===== src/rtl/mmap_guard_pkg.sv =====
// Shared types for the mmap bus guard: FSM states, request bundle
// and the default error word returned on aborted accesses.
package mmap_guard_pkg;

  typedef enum logic [1:0] {
    S_IDLE = 2'd0,
    S_WAIT = 2'd1,
    S_RESP = 2'd2
  } state_t;

  localparam logic [31:0] ERR_RDATA_DEF = 32'hDEAD_BEEF;

  typedef struct packed {
    logic [31:0] addr;
    logic [31:0] wdata;
    logic [3:0]  wstrb;
  } mmap_req_t;

endpackage


===== src/rtl/mmap_bus_guard.sv =====
// Registered mmap request slice with timeout watchdog and sticky error.
// Optional MMAP_GUARD_RANGE_EN rejects requests outside ADDR_LO..ADDR_HI.
module mmap_bus_guard
  import mmap_guard_pkg::*;
#(
  parameter int unsigned TIMEOUT_CYCLES = 1024,
  parameter logic [31:0] ERR_RDATA      = ERR_RDATA_DEF,
  parameter logic [31:0] ADDR_LO        = 32'h1000_0000,
  parameter logic [31:0] ADDR_HI        = 32'h1FFF_FFFF
) (
  input  logic        clk_i,
  input  logic        rst_n_i,
  input  logic        up_valid_i,
  input  logic [31:0] up_addr_i,
  input  logic [31:0] up_wdata_i,
  input  logic [3:0]  up_wstrb_i,
  output logic [31:0] up_rdata_o,
  output logic        up_ready_o,
  output logic        dn_valid_o,
  output logic [31:0] dn_addr_o,
  output logic [31:0] dn_wdata_o,
  output logic [3:0]  dn_wstrb_o,
  input  logic [31:0] dn_rdata_i,
  input  logic        dn_ready_i,
  input  logic        err_clr_i,
  output logic        err_o,
  output logic [31:0] err_addr_o,
  output logic        err_wr_o
);

  localparam int unsigned CW = $clog2(TIMEOUT_CYCLES + 1);
  localparam logic [CW-1:0] CNT_LAST = CW'(TIMEOUT_CYCLES - 1);

  state_t        r_state;
  state_t        w_state_nxt;
  mmap_req_t     r_req;
  logic          r_dn_valid;
  logic [CW-1:0] r_cnt;
  logic [31:0]   r_rdata;
  logic          r_err;
  logic [31:0]   r_err_addr;
  logic          r_err_wr;

  logic          w_accept;
  logic          w_reject;
  logic          w_done;
  logic          w_tmo;
  logic          w_fault;
  logic [31:0]   w_flt_addr;
  logic          w_flt_wr;
  logic          w_out_rng;

`ifdef MMAP_GUARD_RANGE_EN
  assign w_out_rng = (up_addr_i < ADDR_LO) || (up_addr_i > ADDR_HI);
`else
  logic w_unused_rng;
  assign w_out_rng    = 1'b0;
  assign w_unused_rng = ^{ADDR_LO, ADDR_HI};
`endif

  always_comb begin
    w_state_nxt = r_state;
    w_accept    = 1'b0;
    w_reject    = 1'b0;
    w_done      = 1'b0;
    w_tmo       = 1'b0;
    unique case (r_state)
      S_IDLE: begin
        if (up_valid_i) begin
          if (w_out_rng) begin
            w_reject    = 1'b1;
            w_state_nxt = S_RESP;
          end else begin
            w_accept    = 1'b1;
            w_state_nxt = S_WAIT;
          end
        end
      end
      S_WAIT: begin
        // a response on the last budget cycle still counts as normal
        if (dn_ready_i) begin
          w_done      = 1'b1;
          w_state_nxt = S_RESP;
        end else if (r_cnt == CNT_LAST) begin
          w_tmo       = 1'b1;
          w_state_nxt = S_RESP;
        end
      end
      S_RESP:  w_state_nxt = S_IDLE;
      default: w_state_nxt = S_IDLE;
    endcase
  end

  assign w_fault    = w_reject | w_tmo;
  assign w_flt_addr = w_reject ? up_addr_i : r_req.addr;
  assign w_flt_wr   = w_reject ? |up_wstrb_i : |r_req.wstrb;

  always_ff @(posedge clk_i or negedge rst_n_i) begin
    if (!rst_n_i) r_state <= S_IDLE;
    else          r_state <= w_state_nxt;
  end

  always_ff @(posedge clk_i or negedge rst_n_i) begin
    if (!rst_n_i) begin
      r_req      <= '0;
      r_dn_valid <= 1'b0;
      r_cnt      <= '0;
      r_rdata    <= '0;
    end else begin
      if (w_accept) begin
        r_req.addr  <= up_addr_i;
        r_req.wdata <= up_wdata_i;
        r_req.wstrb <= up_wstrb_i;
        r_dn_valid  <= 1'b1;
      end else if (w_done || w_tmo) begin
        r_dn_valid  <= 1'b0;
      end
      if (w_accept)                r_cnt <= '0;
      else if (r_state == S_WAIT)  r_cnt <= r_cnt + 1'b1;
      if (w_done)       r_rdata <= dn_rdata_i;
      else if (w_fault) r_rdata <= ERR_RDATA;
    end
  end

  // first fault is kept until cleared; a clear racing a fault re-arms it
  always_ff @(posedge clk_i or negedge rst_n_i) begin
    if (!rst_n_i) begin
      r_err      <= 1'b0;
      r_err_addr <= '0;
      r_err_wr   <= 1'b0;
    end else if (w_fault) begin
      r_err <= 1'b1;
      if (!r_err || err_clr_i) begin
        r_err_addr <= w_flt_addr;
        r_err_wr   <= w_flt_wr;
      end
    end else if (err_clr_i) begin
      r_err <= 1'b0;
    end
  end

  assign up_ready_o = (r_state == S_RESP);
  assign up_rdata_o = r_rdata;
  assign dn_valid_o = r_dn_valid;
  assign dn_addr_o  = r_req.addr;
  assign dn_wdata_o = r_req.wdata;
  assign dn_wstrb_o = r_req.wstrb;
  assign err_o      = r_err;
  assign err_addr_o = r_err_addr;
  assign err_wr_o   = r_err_wr;

endmodule


===== config.mk =====
export PLATFORM = sky130hd
export DESIGN_NAME = mmap_bus_guard
export DESIGN_NICKNAME = d
export VERILOG_FILES = /design/src/rtl/mmap_guard_pkg.sv /design/src/rtl/mmap_bus_guard.sv
export SDC_FILE = /design/constraint.sdc
export NUM_CORES = 1
export LEC_CHECK = 0
export ABC_AREA = 1
export BUFFER_PORTS_ARGS = -buffer_cell sky130_fd_sc_hd__buf_2
export CORE_ASPECT_RATIO = 1.4
export CORE_MARGIN = 8
export CORE_UTILIZATION = 52
export CTS_BUF_LIST = sky130_fd_sc_hd__clkbuf_4 sky130_fd_sc_hd__clkbuf_8 sky130_fd_sc_hd__clkbuf_16
export DETAILED_ROUTE_END_ITERATION = 7
export PLACE_DENSITY = 0.83
export SYNTH_ARGS = -nofsm -noshare
export SYNTH_HDL_FRONTEND = slang
export SYNTH_SLANG_ARGS = --single-unit

===== constraint.sdc =====
create_clock -name clk_i -period 3.8 [get_ports clk_i]
set_clock_uncertainty 0.1 [all_clocks]
set_input_delay 0.19 -clock clk_i [delete_from_list [all_inputs] [get_ports clk_i]]
set_output_delay 0.19 -clock clk_i [all_outputs]
set_load 0.005 [all_outputs]

# After elaboration in Yosys (flattened, before gate mapping)
# Index checks and enable logic that the tools add are counted.
classes:
  addsub: 1
  eq_ne: 5
  muxes: 19
  reduce_logical: 11
ops:
  columns: ["operator", "count"]
  rows:
  - ["$mux W32", 2]
  - ["$mux W11", 2]
  - ["$add A11 B1 Y11 const B", 1]
  - ["$eq A11 B10 Y1 const B", 1]
  - ["$mux W1", 11]
  - ["$reduce_bool A2 Y1", 4]
  - ["$mux W2", 3]
  - ["$pmux W2 S2", 1]
  - ["$reduce_and A2 Y1", 2]
  - ["$reduce_or A4 Y1", 1]
  - ["$ne A3 B3 Y1 const B", 1]
  - ["$eq A2 B1 Y1 const B", 1]
  - ["$eq A2 B2 Y1 const B", 1]
  - ["$logic_not A2 Y1", 1]
  - ["$logic_or A1 B1 Y1", 2]
  - ["$ne A2 B2 Y1 const B", 1]
  - ["$logic_not A1 Y1", 1]
word_totals:
  ff_bits: 148
  inputBits: 105
  out_inout_bits: 136

# Logic depth before layout (Yosys ltp)
depth:
  depth_word: 7
  ltp_mapped: 9
  depth_no_buf: 8

# Least setup slack after synthesis
# No wires, ideal clock.
synth_path:
  kind: "reg2reg"
  startpoint: "register r_cnt[0]"
  endpoint: "register r_err_addr[10], in the netlist err_addr_o[10]"
  setup_time_ns: 0.117
  t_arrival_ns: 1.350
  required_time_ns: 3.583
  slack_ns: 2.233
  stages_incl_launch_ff: 10
  period_less_slack_ns: 1.567
  path_cell_list: "dfrtp_1 ha_1 nand3_2 nor2_4 nand3_4 nor2_8 nand2_4 buf_6 nand2_1 nand2_1"
synth_via:
  elab_chain_cells: 5
synth_rtl:
  columns: ["item", "line_no", "rtl"]
  rows:
  - ["start: declaration", "mmap_bus_guard.sv:38", "logic [CW-1:0] r_cnt;"]
  - ["start signal: assignment", "mmap_bus_guard.sv:119", "else if (r_state == S_WAIT) r_cnt <= r_cnt + 1'b1;"]
  - ["$eq A11 B10 Y1", "mmap_bus_guard.sv:84", "end else if (r_cnt == CNT_LAST) begin"]
  - ["$mux W1", "mmap_bus_guard.sv:84", null]
  - ["$mux W1", "mmap_bus_guard.sv:81", "if (dn_ready_i) begin"]
  - ["$mux W1", "mmap_bus_guard.sv:67", "unique case (r_state)"]
  - ["$reduce_and A2 Y1 (no source line)", null, null]
  - ["end signal: assignment", "mmap_bus_guard.sv:134", "r_err_addr <= w_flt_addr;"]
  - ["end: declaration", "mmap_bus_guard.sv:41", "logic [31:0] r_err_addr;"]
# No other way between the ends.
# A chain may end at the register's enable or synchronous reset.

# Worst setup path in the final report
layout_path:
  startpoint: "register r_cnt[0]"
  endpoint: "register r_rdata[7], in the netlist up_rdata_o[7]"
layout_via:
  elab_chain_cells: 5
layout_rtl:
  columns: ["item", "line_no", "rtl"]
  rows:
  - ["$eq A11 B10 Y1", "mmap_bus_guard.sv:84", null]
  - ["$mux W1", "mmap_bus_guard.sv:84", null]
  - ["$mux W1", "mmap_bus_guard.sv:81", null]
  - ["$mux W1", "mmap_bus_guard.sv:67", null]
  - ["$reduce_bool A2 Y1 (no source line)", null, null]
  - ["end signal: assignment", "mmap_bus_guard.sv:120", "if (w_done) r_rdata <= dn_rdata_i;"]
  - ["end: declaration", "mmap_bus_guard.sv:39", "logic [31:0] r_rdata;"]
# No other way between the ends.

==> qor_table.md <==
| Stage | Metric | This run |
|---|---|---|
| setup path | Critical path data arrival time | 2380 ps |
| finish | Area growth, synth to finish | 46.4% |
| die | Die span in y | 143 µm |
| die | Number of cell rows | 46 |
| setup path | Max stage delay on crit path | 470 ps |
| die | Core box area | 0.0113 mm² |
| detailed routing | Final wirelength | 21000 µm |
| cts | Cell at the root of the clock tree | clkbuf_16 |
| timing | Unrepaired setup endpoints after global routing | false |
| yosys | Cells taking the most area after synthesis | dfrtp_1, nand2_1, nand3_1 |
| power | Peak ir drop on the vdd network | 0.437 mV |
| die | Overall die area | 0.0152 mm² |
| detailed routing | First-pass detailed-route iteration total | 5 |
| detailed routing | Vias/cell | 5.21 |
| min path | Hold path depth | 2 |
| power | Leak pwr | 0.00496 µW |
| detailed routing | Routed wirelength normalized by instance count | 18.1 µm |
| timing | Worst setup slack after layout | 1560 ps |
| finish | Most common cell after layout, fill and taps aside | nand2_1 |
| grt | All-Layer GR Usage | 27.7% |
| setup path | Worst r2r path cells | 8 |
| setup path | Kind of critical path | reg2reg |
| run status | Status | complete, no violations |
| yosys | Biggest area consumer among synthesized cells | dfrtp_1 |
| cts | Clock Path Buffers | 2 |
| yosys | Cells after synthesis | 674 |
| cts | Reg clk slew, reported paths | 60 ps |
| setup path | Cell repeated most along the worst path | nand2_1 |
| timing | Final total negative setup slack | 0 ps |
| timing | Count of final setup violators | 0 |
| cts | H-tree depth | 4 |
| finish | Number of nets at the end of the flow | 1112 |
| power | Cell area power density | 640 mW/mm² |
| yosys | Synth Net Count | 780 |
| detailed routing | Detailed router's first-iteration violation count | 371 |
| timing | Max_slew headroom | 33.7% |
| cts | TritonCTS clock tree | done |
| yosys | Seq cells post-synth | 148 |
| finish | Commonest cells after routing, fill and taps aside | nand2_1, buf_2, dfrtp_1, dlygate4sd3_1, nand3_1 |
| placement | Post-placement worst setup slack | 1660 ps |
| yosys | Share of synthesized area occupied by flip-flops and latches | 61.9% |
| cts | CTS buffer count | 17 |
| setup path | Family with the most delay on the worst path | simple AND/OR/NAND/NOR gates |
| setup path | Max FO, Critical Path | 45 |
| job | Max Cap Violations | 0 |
| setup path | WP data required | 3950 ps |
| timing | Final critical-path required period | 2240 ps |
| yosys | Share of the synthesized area in the top cell type | 61.9% |
| power | Final total power | 5610 µW |
| finish | Count of filler cells inserted in the layout | 694 |
| cts | Skew-Pair Late Insertion Delay | 410 ps |
| grt | Pin count of the biggest net entering global routing | 110 |
| timing | Achievable frequency | 0.447 GHz |
| setup path | Levels on crit path | 8 |
| grt | Antenna violations before repair | 0 |
| grt | Total congestion overflow | 0 |
| finish | Share of final-layout standard cells stronger than drive strength 1 | 28.6% |
| die | Chip Width | 107 µm |
| min path | Tightest Hold Check Type | reg2reg |
| yosys | Syn avg cell area | 8.88 µm² |
| timing | Final count of pins violating max slew | 0 |
| timing | Hold violation total from the final report | 0 |
| setup path | CP cell instances | ha_1 > inv_1 > nor2_1 > nand3_1 > nand2_1 > nand2_2 > nand2_1 > o21ai_1 |
| detailed routing | Drc violations | 0 |
| grt | Via count of the first global-routing pass | 6411 |
| placement | Final RePlAce weighted congestion | 0.862 |
| yosys | Netlist cell types | 26 |
| setup path | Kind of start point of the critical path | register |
| grt | Wire length of the first global-routing pass | 33200 µm |
| timing | Final period utilization | 58.9% |
| timing | Slew @ Worst Pin | 994 ps |
| yosys | Cell area after synthesis | 0.00599 mm² |
| placement | Placed wire-length estimate | 12000 µm |
| placement | Number of I/O port buffers | 240 |
| yosys | Count of yosys warnings during synthesis | 0 |
| die | Initial core utilization | 53.1% |
| setup path | Buffers plus inverters on the worst setup path | 1 |
| timing | Worst hold slack | 374 ps |
| die | Number of primary I/O pins | 241 |
| detailed routing | Antenna-violating nets left | 0 |
| cts | Post-CTS sizing | 0 |
| cts | Clock tree sinks | 148 |
| detailed routing | Via count | 6061 |
| setup path | Crit path capture type | register |
| setup path | Slowest-stage cell, CP | nand2_2 |
report_power, final:
part	switching, µW	leakage [µW]	total (µW)	internal, µW
sequential	367	0.00187	2440	2080
combinational	921	0.00284	1600	681
clock	647	0.000262	1560	912
total	1940	0.00496	5610	3670
cells in the mapped netlist:
cell         n
nand2_1    317
dfrtp_1    148
nand3_1     43
nor2_1      37
inv_1       34
buf_2       18
a21oi_1     15
o21ai_0     13
o21ai_1     11
buf_6       10
clkbuf_1     5
inv_2        3
nand2_2      3
nor2_4       3
a31oi_1      2
nand4_1      2
a22oi_1      1
ha_1         1
nand2_4      1
nand3_2      1
nand3_4      1
nor2_2       1
nor2_8       1
nor3_1       1
o22ai_1      1
o2bb2ai_1    1
kinds of logic after synthesis:
group           share of synthesized area, %
buf+inv                                 6.02
fa+ha+maj                              0.209
simple gates                            28.1
compound gates                          3.85
flops                                   61.9
stage by stage:
step	util (%)	instances	cell area [µm²]
4_1_cts	77.6	1162	8760
2_1_floorplan	-	674	5990
3_5_place_dp	63.7	1029	7190
3_3_place_gp	63.7	1029	7190
5_1_grt	77.6	1162	8760
6_report	77.7	1164	8760
layer usage:
| layer | vias up | part of all wire (%) | track usage, % |
|---|---|---|---|
| met3 | 68 | 10 | 9.43 |
| met5 | - | 0 | 0 |
| met4 | 0 | 3.7 | 14.6 |
| met2 | 369 | 50 | 45.8 |
| li1 | 2751 | - | - |
| met1 | 2873 | 36 | 30.8 |
path summary, 6_finish.rpt:
kind	from	to	slack [ps]
max	r_cnt[0]	up_rdata_o[7]	1560
min	dn_wdata_o[31]	dn_wdata_o[31]	370
max reg2reg	r_cnt[0]	up_rdata_o[7]	1560
min reg2reg	dn_wdata_o[31]	dn_wdata_o[31]	370
max in group asynchronous	rst_n_i	up_rdata_o[22]	2250
min in group asynchronous	rst_n_i	dn_wstrb_o[3]	380
area by class of cell:
type	count	area, µm²	area share (%)
tap	144	180	2.06
clock inverter	12	110	1.26
timing repair buffer	346	2260	25.8
antenna	2	5.00	0.0571
multi-input combinational	456	1930	22.0
clock buffer	19	440	5.03
inverter	37	139	1.58
sequential	148	3700	42.3
sequential cells by signal, summed over array words and instances (netlist names):
register	count
dn_addr_o	32
dn_valid_o	1
dn_wdata_o	32
dn_wstrb_o	4
err_addr_o	32
err_o	1
err_wr_o	1
r_cnt	11
r_state	2
up_rdata_o	32
repair_timing:
| item | 4_1_cts | 5_1_grt |
|---|---|---|
| hold endpoints to repair | 208 | 0 |
| hold buffers | 102 | 0 |
| setup endpoints to repair | 0 | 0 |
| buffers inserted | 0 | 0 |
worst reg2reg max path: cells and delay by family, from the launching register on:
family	cells	cell delay, ps
adder cells (fa/ha/maj)	1	240
buffers and inverters	1	60
AND/OR/NAND/NOR	5	1190
AO/OA/AOI/OAI	1	120
flip-flops	1	390
Note: power is estimated with default switching activity, not from simulation.
